<file path="src/rtl/stream_header_encoder.sv">
// stream_header_encoder: latches one stream parameter set on start, checks it
// against the decoder's legality rules and serializes a legal set as a
// byte-wide header (start code, packed fields, optional XOR checksum) over a
// valid/ready handshake.
// Optional feature macro: HDR_CHECKSUM_EN appends an XOR checksum byte after P8.
module stream_header_encoder #(
  parameter int SC_LEN = 3,
  parameter int MAX_QP = 51
) (
  input  logic        clk,
  input  logic        reset,
  input  logic        start,
  input  logic [7:0]  profile,
  input  logic [15:0] width,
  input  logic [15:0] height,
  input  logic [7:0]  fps,
  input  logic [1:0]  chroma_format,
  input  logic [3:0]  bit_depth,
  input  logic [5:0]  qp,
  input  logic        tiles_enabled,
  input  logic [3:0]  tile_cols,
  input  logic [3:0]  tile_rows,
  output logic [7:0]  out_data,
  output logic        out_valid,
  input  logic        out_ready,
  output logic        out_last,
  output logic        busy,
  output logic        done,
  output logic        err
);

  typedef enum logic [1:0] {IDLE, CHECK, SEND} state_t;

`ifdef HDR_CHECKSUM_EN
  localparam int N_BYTES = SC_LEN + 10;
`else
  localparam int N_BYTES = SC_LEN + 9;
`endif
  localparam logic [3:0] LAST_IDX = 4'(N_BYTES - 1);

  state_t      state;
  logic [3:0]  idx;

  logic [7:0]  h_profile;
  logic [15:0] h_width;
  logic [15:0] h_height;
  logic [7:0]  h_fps;
  logic [1:0]  h_chroma;
  logic [3:0]  h_bit_depth;
  logic [5:0]  h_qp;
  logic        h_tiles;
  logic [3:0]  h_cols;
  logic [3:0]  h_rows;
  logic        legal;
`ifdef HDR_CHECKSUM_EN
  logic [7:0]  csum;
`endif

  // Packed parameter field k (P0..P8, plus checksum when enabled).
  function automatic logic [7:0] field_byte(input logic [3:0] k);
    logic [7:0] b;
    case (k)
      4'd0:    b = h_profile;
      4'd1:    b = h_width[15:8];
      4'd2:    b = h_width[7:0];
      4'd3:    b = h_height[15:8];
      4'd4:    b = h_height[7:0];
      4'd5:    b = h_fps;
      4'd6:    b = {h_chroma, h_bit_depth, h_tiles, 1'b0};
      4'd7:    b = {h_qp, 2'b00};
      4'd8:    b = {h_cols, h_rows};
`ifdef HDR_CHECKSUM_EN
      4'd9:    b = csum;
`endif
      default: b = 8'h00;
    endcase
    return b;
  endfunction

  // Header byte at stream position i: start code first, then the fields.
  function automatic logic [7:0] hdr_byte(input logic [3:0] i);
    logic [7:0] b;
    if (int'(i) < SC_LEN - 1)
      b = 8'h00;
    else if (int'(i) == SC_LEN - 1)
      b = 8'h01;
    else
      b = field_byte(4'(int'(i) - SC_LEN));
    return b;
  endfunction

  // Legality rules shared with the decoder, evaluated on the held set.
  always_comb begin
    legal = 1'b1;
    if (!(h_profile == 8'd1 || h_profile == 8'd2))          legal = 1'b0;
    if (h_width[3:0] != 4'd0 || h_height[3:0] != 4'd0)      legal = 1'b0;
    if (int'(h_qp) > MAX_QP)                                legal = 1'b0;
    if (h_chroma != 2'd1)                                   legal = 1'b0;
    if (!(h_bit_depth == 4'd8 || h_bit_depth == 4'd10))     legal = 1'b0;
    if (h_fps == 8'd0)                                      legal = 1'b0;
    if (h_tiles && (h_cols == 4'd0 || h_rows == 4'd0))      legal = 1'b0;
  end

  // Capture the parameter set on an accepted start; inputs are free afterwards.
  always_ff @(posedge clk) begin
    if (state == IDLE && start) begin
      h_profile   <= profile;
      h_width     <= width;
      h_height    <= height;
      h_fps       <= fps;
      h_chroma    <= chroma_format;
      h_bit_depth <= bit_depth;
      h_qp        <= qp;
      h_tiles     <= tiles_enabled;
      h_cols      <= tile_cols;
      h_rows      <= tile_rows;
    end
  end

`ifdef HDR_CHECKSUM_EN
  // Checksum is formed once in CHECK so SEND only indexes registers.
  always_ff @(posedge clk) begin
    if (state == CHECK)
      csum <= h_profile ^ h_width[15:8] ^ h_width[7:0] ^ h_height[15:8] ^
              h_height[7:0] ^ h_fps ^ {h_chroma, h_bit_depth, h_tiles, 1'b0} ^
              {h_qp, 2'b00} ^ {h_cols, h_rows};
  end
`endif

  // Control FSM: accept, check, then stream bytes under the handshake.
  always_ff @(posedge clk or posedge reset) begin
    if (reset) begin
      state     <= IDLE;
      out_data  <= 8'h00;
      out_valid <= 1'b0;
      out_last  <= 1'b0;
      busy      <= 1'b0;
      done      <= 1'b0;
      err       <= 1'b0;
      idx       <= 4'd0;
    end else begin
      done <= 1'b0;
      err  <= 1'b0;
      case (state)
        IDLE: begin
          if (start) begin
            state <= CHECK;
            busy  <= 1'b1;
          end
        end
        CHECK: begin
          if (legal) begin
            state     <= SEND;
            out_valid <= 1'b1;
            out_data  <= hdr_byte(4'd0);
            out_last  <= 1'b0;
            idx       <= 4'd0;
          end else begin
            state <= IDLE;
            busy  <= 1'b0;
            done  <= 1'b1;
            err   <= 1'b1;
          end
        end
        SEND: begin
          if (out_ready) begin
            if (out_last) begin
              state     <= IDLE;
              busy      <= 1'b0;
              out_valid <= 1'b0;
              out_last  <= 1'b0;
              done      <= 1'b1;
              idx       <= 4'd0;
            end else begin
              idx      <= idx + 4'd1;
              out_data <= hdr_byte(idx + 4'd1);
              out_last <= ((idx + 4'd1) == LAST_IDX);
            end
          end
        end
        default: state <= IDLE;
      endcase
    end
  end

endmodule

</file>
<file path="config.mk">
export PLATFORM = sky130hd
export DESIGN_NAME = stream_header_encoder
export DESIGN_NICKNAME = d
export VERILOG_FILES = /design/src/rtl/stream_header_encoder.sv
export SDC_FILE = /design/constraint.sdc
export NUM_CORES = 1
export LEC_CHECK = 0
export ABC_CLOCK_PERIOD_IN_PS = 8400
export BUFFER_PORTS_ARGS = -buffer_cell sky130_fd_sc_hd__clkbuf_2
export CAP_MARGIN = 40
export CORE_AREA = 2 2 104 106
export CTS_CLUSTER_SIZE = 8
export DETAILED_ROUTE_END_ITERATION = 8
export DIE_AREA = 0 0 106 108
export PLACE_DENSITY = 0.57
export SKIP_LAST_GASP = 1
export SYNTH_ARGS = -nofsm -noshare
export SYNTH_HDL_FRONTEND = slang
export SYNTH_SLANG_ARGS = --single-unit
export TNS_END_PERCENT = 20
</file>
<file path="constraint.sdc">
create_clock -name clk -period 8.4 [get_ports clk]
set_clock_uncertainty 0.15 [all_clocks]
set_input_delay 0.84 -clock clk [delete_from_list [all_inputs] [get_ports clk]]
set_output_delay 0.84 -clock clk [all_outputs]
set_load 0.02 [all_outputs]
</file>
### Word-level counts from Yosys, hierarchy flattened

Cells that the tools add are included.

| cells by class | value |
|---|---|
| muxes and demuxes | 39 |
| div/mod/pow operators | 0 |
| shift operators | 0 |
| reduce and logical (&&, ||, !) cells | 20 |
| $lt $le $gt $ge | 2 |
| $mul | 0 |
| equality and inequality tests | 23 |
| add/sub/neg operators | 2 |
| bitwise operators | 0 |

Operators by type and width:

| operator | number |
|---|---|
| 8-bit one-hot mux with 9 select lines | 1 |
| 8-bit 2-to-1 mux | 5 |
| 4-bit by 3-bit == test with 1-bit output (second input constant) | 5 |
| 1-bit 2-to-1 mux | 19 |
| 4-bit == test (second input constant) | 4 |
| 8-bit one-hot mux with 2 select lines | 1 |
| 4-bit zero test | 3 |
| 4-bit 2-to-1 mux | 3 |
| 2-bit != test (second input constant) | 6 |
| 4-bit by 2-bit == test with 1-bit output (second input constant) | 2 |
| 8-bit by 1-bit == test with 1-bit output (second input constant) | 1 |
| 8-bit by 2-bit == test with 1-bit output (second input constant) | 1 |
| 8-bit zero test | 1 |
| 2-bit 2-to-1 mux | 4 |
| 4-bit one-hot mux with 2 select lines | 1 |
| 4-bit AND reduction | 2 |
| 4-bit nonzero test | 2 |
| 6-bit greater-than comparator (second input constant) | 1 |
| 1-bit one-hot mux with 2 select lines | 3 |
| 2-bit one-hot mux with 3 select lines | 1 |
| 3-bit AND reduction | 2 |
| 5-bit AND reduction | 1 |
| 4-bit by 1-bit adder with 4-bit output (second input constant) | 1 |
| 4-bit by 1-bit == test with 1-bit output (second input constant) | 1 |
| other kinds (11) | 15 |

| word-level totals | value |
|---|---|
| bits in read-only memories | 0 |
| memory bits (writable) | 0 |
| bits of input ports | 73 |
| bits in latches | 0 |
| logic and storage cells | 104 |
| register bits | 88 |
| memories | 0 |
| output and inout port bits | 13 |

### Longest topological paths before layout

| depth | value |
|---|---|
| depth in word-level cells | 11 |
| depth in mapped cells | 10 |
| mapped depth without buffers | 8 |

### Least setup slack after synthesis

No wires, ideal clock.

| timing | value |
|---|---|
| path type | input port to flip-flop |
| start | input port start |
| end | register h_bit_depth[0] (enable) |
| path buffers | 0 |
| required time | 7.816 ns |
| path slack | 5.362 ns |
| arrival | 2.454 ns |
| cell stages on the path | 1 |
| library setup time | 0.434 ns |
| cells stage by stage | and2_1 |

| between the ends | value |
|---|---|
| word-level cells in the longest chain between the ends | 1 |

RTL lines:

| item | line | source |
|---|---|---|
| start: declaration | 12 | `input logic start,` |
| 1-bit logical AND | 106 | `if (state == IDLE && start) begin` |
| end signal: assignment | 112 | `h_bit_depth <= bit_depth;` |
| end: declaration | 49 | `logic [3:0] h_bit_depth;` |

Every way passes these cells.
A chain may end at the register's enable or synchronous reset.

### Worst setup path after layout

| timing | value |
|---|---|
| start | register idx[0] |
| end | register out_data[0] |

| between the ends | value |
|---|---|
| word-level cells in the longest chain between the ends | 9 |
| elaborated cells between the ends (all ways) | 19 |
| those cells by class | add/sub (2); order compare (1); eq/ne (9); mux (6); reduce/logical (1) |

RTL lines:

| item | line | source |
|---|---|---|
| start: declaration | 42 | `logic [3:0] idx;` |
| start signal: assignment | 175 | `idx <= idx + 4'd1;` |
| 4-bit by 1-bit adder with 4-bit output (*) | 176 | `out_data <= hdr_byte(idx + 4'd1);` |
| 4-bit by 2-bit subtractor with 4-bit output | 88 | `b = field_byte(4'(int'(i) - SC_LEN));` |
| 4-bit == test, or another cell as far along | 62 | `case (k)` |
| 8-bit one-hot mux with 9 select lines | 62 |  |
| 8-bit 2-to-1 mux | 85 | `else if (int'(i) == SC_LEN - 1)` |
| 8-bit 2-to-1 mux (*) | 83 | `if (int'(i) < SC_LEN - 1)` |
| 8-bit 2-to-1 mux (*) | 167 | `if (out_last) begin` |
| 8-bit 2-to-1 mux (*) | 166 | `if (out_ready) begin` |
| 8-bit one-hot mux with 2 select lines (*) | 144 | `case (state)` |
| end signal: assignment | 155 | `out_data <= hdr_byte(4'd0);` |
| end signal: assignment | 176 |  |
| end: declaration | 23 | `output logic [7:0] out_data,` |

Mark *: on every way between the ends. The rest lies on a longest branch, timed or not. The select of a mux whose other input is x is not followed.

==> key figures <==
Detailed routing
  – DR vias/cell: 5.39
  – First-pass iteration count of the detailed router: 5
  – Residual DRC: 0
  – Initial DRC count: 202
  – Vias post-DR: 2794
  – Drt total wl: 9.38 mm
  – WL per Instance: 18.1 um
  – DRT antenna net count: 0

Cells and area
  – Fin util: 0.467
  – Finished Cell Area: 4780 um2
  – Final #Nets: 460
  – Antenna diode count: 0
  – Syn-to-layout area delta: 19.1%
  – Share of layout cells above drive strength 1: 0.317

Clock network
  – Hold Buf Count CTS: 0
  – CTS tree: built
  – Resized Gates After CTS: 0
  – CTS H-tree depth: 3
  – Num CTS Buffers: 9
  – Clock latency on the worst-skew pair: 0.36 ns
  – Setup bufs post-CTS: 0
  – Clock sinks: 88
  – Root buf cell: clkbuf_8
  – Clock-pin transition on the worst setup and hold timing paths: 0.10 ns
  – CTS max path bufs: 2

Die
  – Die area: 11400 um2
  – I/O pin total: 86
  – Number of cell rows: 37
  – Die W: 106 um
  – Placeable Area: 10200 um2
  – Die H: 108 um
  – Initial Util: 0.392

Logic synthesis
  – Leading post-synthesis cells by cell area: edfxtp_1 52%, dfrtp_1 12%, nand2_1 3.6%
  – Syn Inst Count: 293
  – Most frequent cell after synthesis: edfxtp_1
  – Post-synth EDFFs: 69
  – Mapped Area: 4020 um2
  – Unique masters post-synth: 58
  – Post-synthesis mux area share: 0.0427
  – Largest family of logic cells by synthesized area: compound AO/OA/AOI/OAI gates
  – Seq/Total Area, Yosys: 0.634
  – Top FF cell, synth: edfxtp_1
  – Mapped Avg Cell Area: 13.7 um2
  – Simple logic cell fraction of the synthesized area: 0.0972
  – Synth cell count leaders: 69 x edfxtp_1, 39 x nand2_1, 19 x dfrtp_1
  – Post-synthesis adder-cell area fraction: 0.0312
  – Post-synth top area share: 0.516
  – Compound-Gate Fraction of Synth Area: 0.145
  – Async SR Flop Fraction: 0.216
  – XOR/XNOR Fraction of Synth Area: 0.0240
  – Synth area leader: edfxtp_1
  – Yosys reg bits: 88
  – Mapped Nets: 376
  – Synth warn: 0

Hold path
  – Hold_sp: out_data[7]
  – Hold crit path type: reg -> reg

Critical path
  – Worst Path Buf+Inv: 1
  – Arrival time at the worst endpoint: 3.27 ns
  – Worst setup EP type: register
  – CP Class: reg -> reg
  – CP cell instances: ha_1, xnor2_4, xnor2_2, buf_4, mux2_2, a221oi_1, o32ai_1, a221o_1
  – Worst-path maximum fanout: 23
  – Crit-path max cell delay: 0.59 ns
  – Required @ worst endpoint: 8.50 ns
  – RR Startpoint: idx[0]
  – CP Launch Point: idx[0]
  – Startpoint types: register
  – Cell family contributing the most delay on the critical path: compound AO/OA/AOI/OAI gates
  – CP max-delay cell: dfrtp_1

Pwr
  – Cell-internal power: 804 uW
  – Comb pwr share: 0.177
  – Clock network power share: 0.296
  – IR drop worst, VDD: 0.000168 V
  – Flop pwr share: 0.527
  – Cell area power density: 237 nW/um2
  – Leakage: 0.00188 uW
  – Switching part of the total: 0.292
  – Sw Pwr: 332 uW

Global route
  – Grt ovf: 0
  – Initial antenna violation count: 0
  – First-pass GRT wire length: 14.5 mm
  – GRT Util Overall: 0.170
  – Pin count of the biggest net entering global routing: 45
  – Number of global-route vias before repair: 2772

Place
  – RD Place Congestion: 0.873
  – HPWL after DPL: 6.74 mm
  – Pre-CTS WS: 5.27 ns
  – I/O Buffers: 85
  – Placed inst area: 4560 um2

Timing
  – Fmax: 316 MHz
  – Final Max Slew Viols: 0
  – Worst Max-Slew Pin Slew: 0.782 ns
  – Fin crit period: 3.16 ns
  – Post-route setup TNS: 0 ns
  – Setup violators final: 0
  – Final hold vios: 0
  – Final period util: 0.377
  – Unrepaired setup endpoints after global routing: no
  – Worst hold slack: 0.359 ns
  – Final WS setup: 5.24 ns
  – Rel. slew slack: 0.475

Run
  – Max-cap viol count: 0

Status
  – Outcome: finished clean
==> power groups by stage <==
| stage | clock [uW] | combinational (uW) | sequential, uW |
|---|---|---|---|
| 4_1_cts | 344 | 204 | 598 |
| 3_5_place_dp | 0 | 203 | 608 |
| 5_1_grt | 360 | 226 | 606 |
| 6_report | 336 | 201 | 598 |
| 2_1_floorplan | 0 | 133 | 602 |
| 3_3_place_gp | 0 | 202 | 607 |
==> per-layer routing <==
layer | global-route usage | up-vias | wire, um
met2 | 0.273 | 109 | 4570
met3 | 0.0428 | 20 | 604
met1 | 0.223 | 1349 | 3970
met4 | 0.0658 | 0 | 233
li1 | - | 1316 | -
met5 | 0 | - | 0
==> layout by cell type (no fill, tap or decap), types with 3 or more instances in the layout <==
cell type  instances
nand2_1           39
nor2_1             7
a22oi_1            6
mux2_2             8
a22o_1             3
a21oi_1            7
a222oi_1           9
xnor2_1            4
o21ai_0           10
clkbuf_8           9
inv_1              8
clkbuf_2          85
dfrtp_1           19
ha_1              10
a32o_1             5
a221o_1            5
a211oi_1           3
nor4_1             7
edfxtp_1          69
o31ai_1            3
mux2i_1            4
nor2b_1            6
==> worst paths after layout <==
path / end / slack [ns] / cells after the start
min: out_data[7] / 0.36 / 1
max reg2reg: out_data[0] / 5.24 / 8
min reg2reg: out_data[7] / 0.36 / 1
min in group asynchronous: done / 0.43 / 2
max: out_data[0] / 5.24 / 8
max in group asynchronous: out_data[3] / 7.19 / 2
==> area by class of cell <==
| class | count | area, um2 |
|---|---|---|
| Fill cell | 926 | 5450 |
| Timing Repair Buffer | 87 | 440 |
| Tap cell | 136 | 170 |
| Clock buffer | 9 | 124 |
| Multi-Input combinational cell | 182 | 1370 |
| Clock inverter | 7 | 101 |
| Inverter | 9 | 33.8 |
| Sequential cell | 88 | 2550 |
==> registers in the layout (all words and copies together), names as in the netlist, 6 cells and up <==
register and cells:
out_data 8, h_fps 8, h_height 16, h_qp 6, h_width 16, h_profile 8
==> stage by stage <==
stage | std cells | total power [uW]
final | 518 | 1140
after global routing | 518 | 1190
after CTS | 518 | 1150
after detailed placement | 502 | 810
after global placement | 502 | 809
after floorplan | 293 | 735
==> cell families (layout without fill, tap and decap cells) <==
kind of cell / after synthesis / count (layout)
flops: 88 / 88
simple gates: 79 / 79
compound gates: 70 / 70
buf+inv: 23 / 112
mux: 15 / 15
fa+ha+maj: 10 / 10
xor+xnor: 8 / 8
Note: power is estimated with default switching activity, not from simulation.
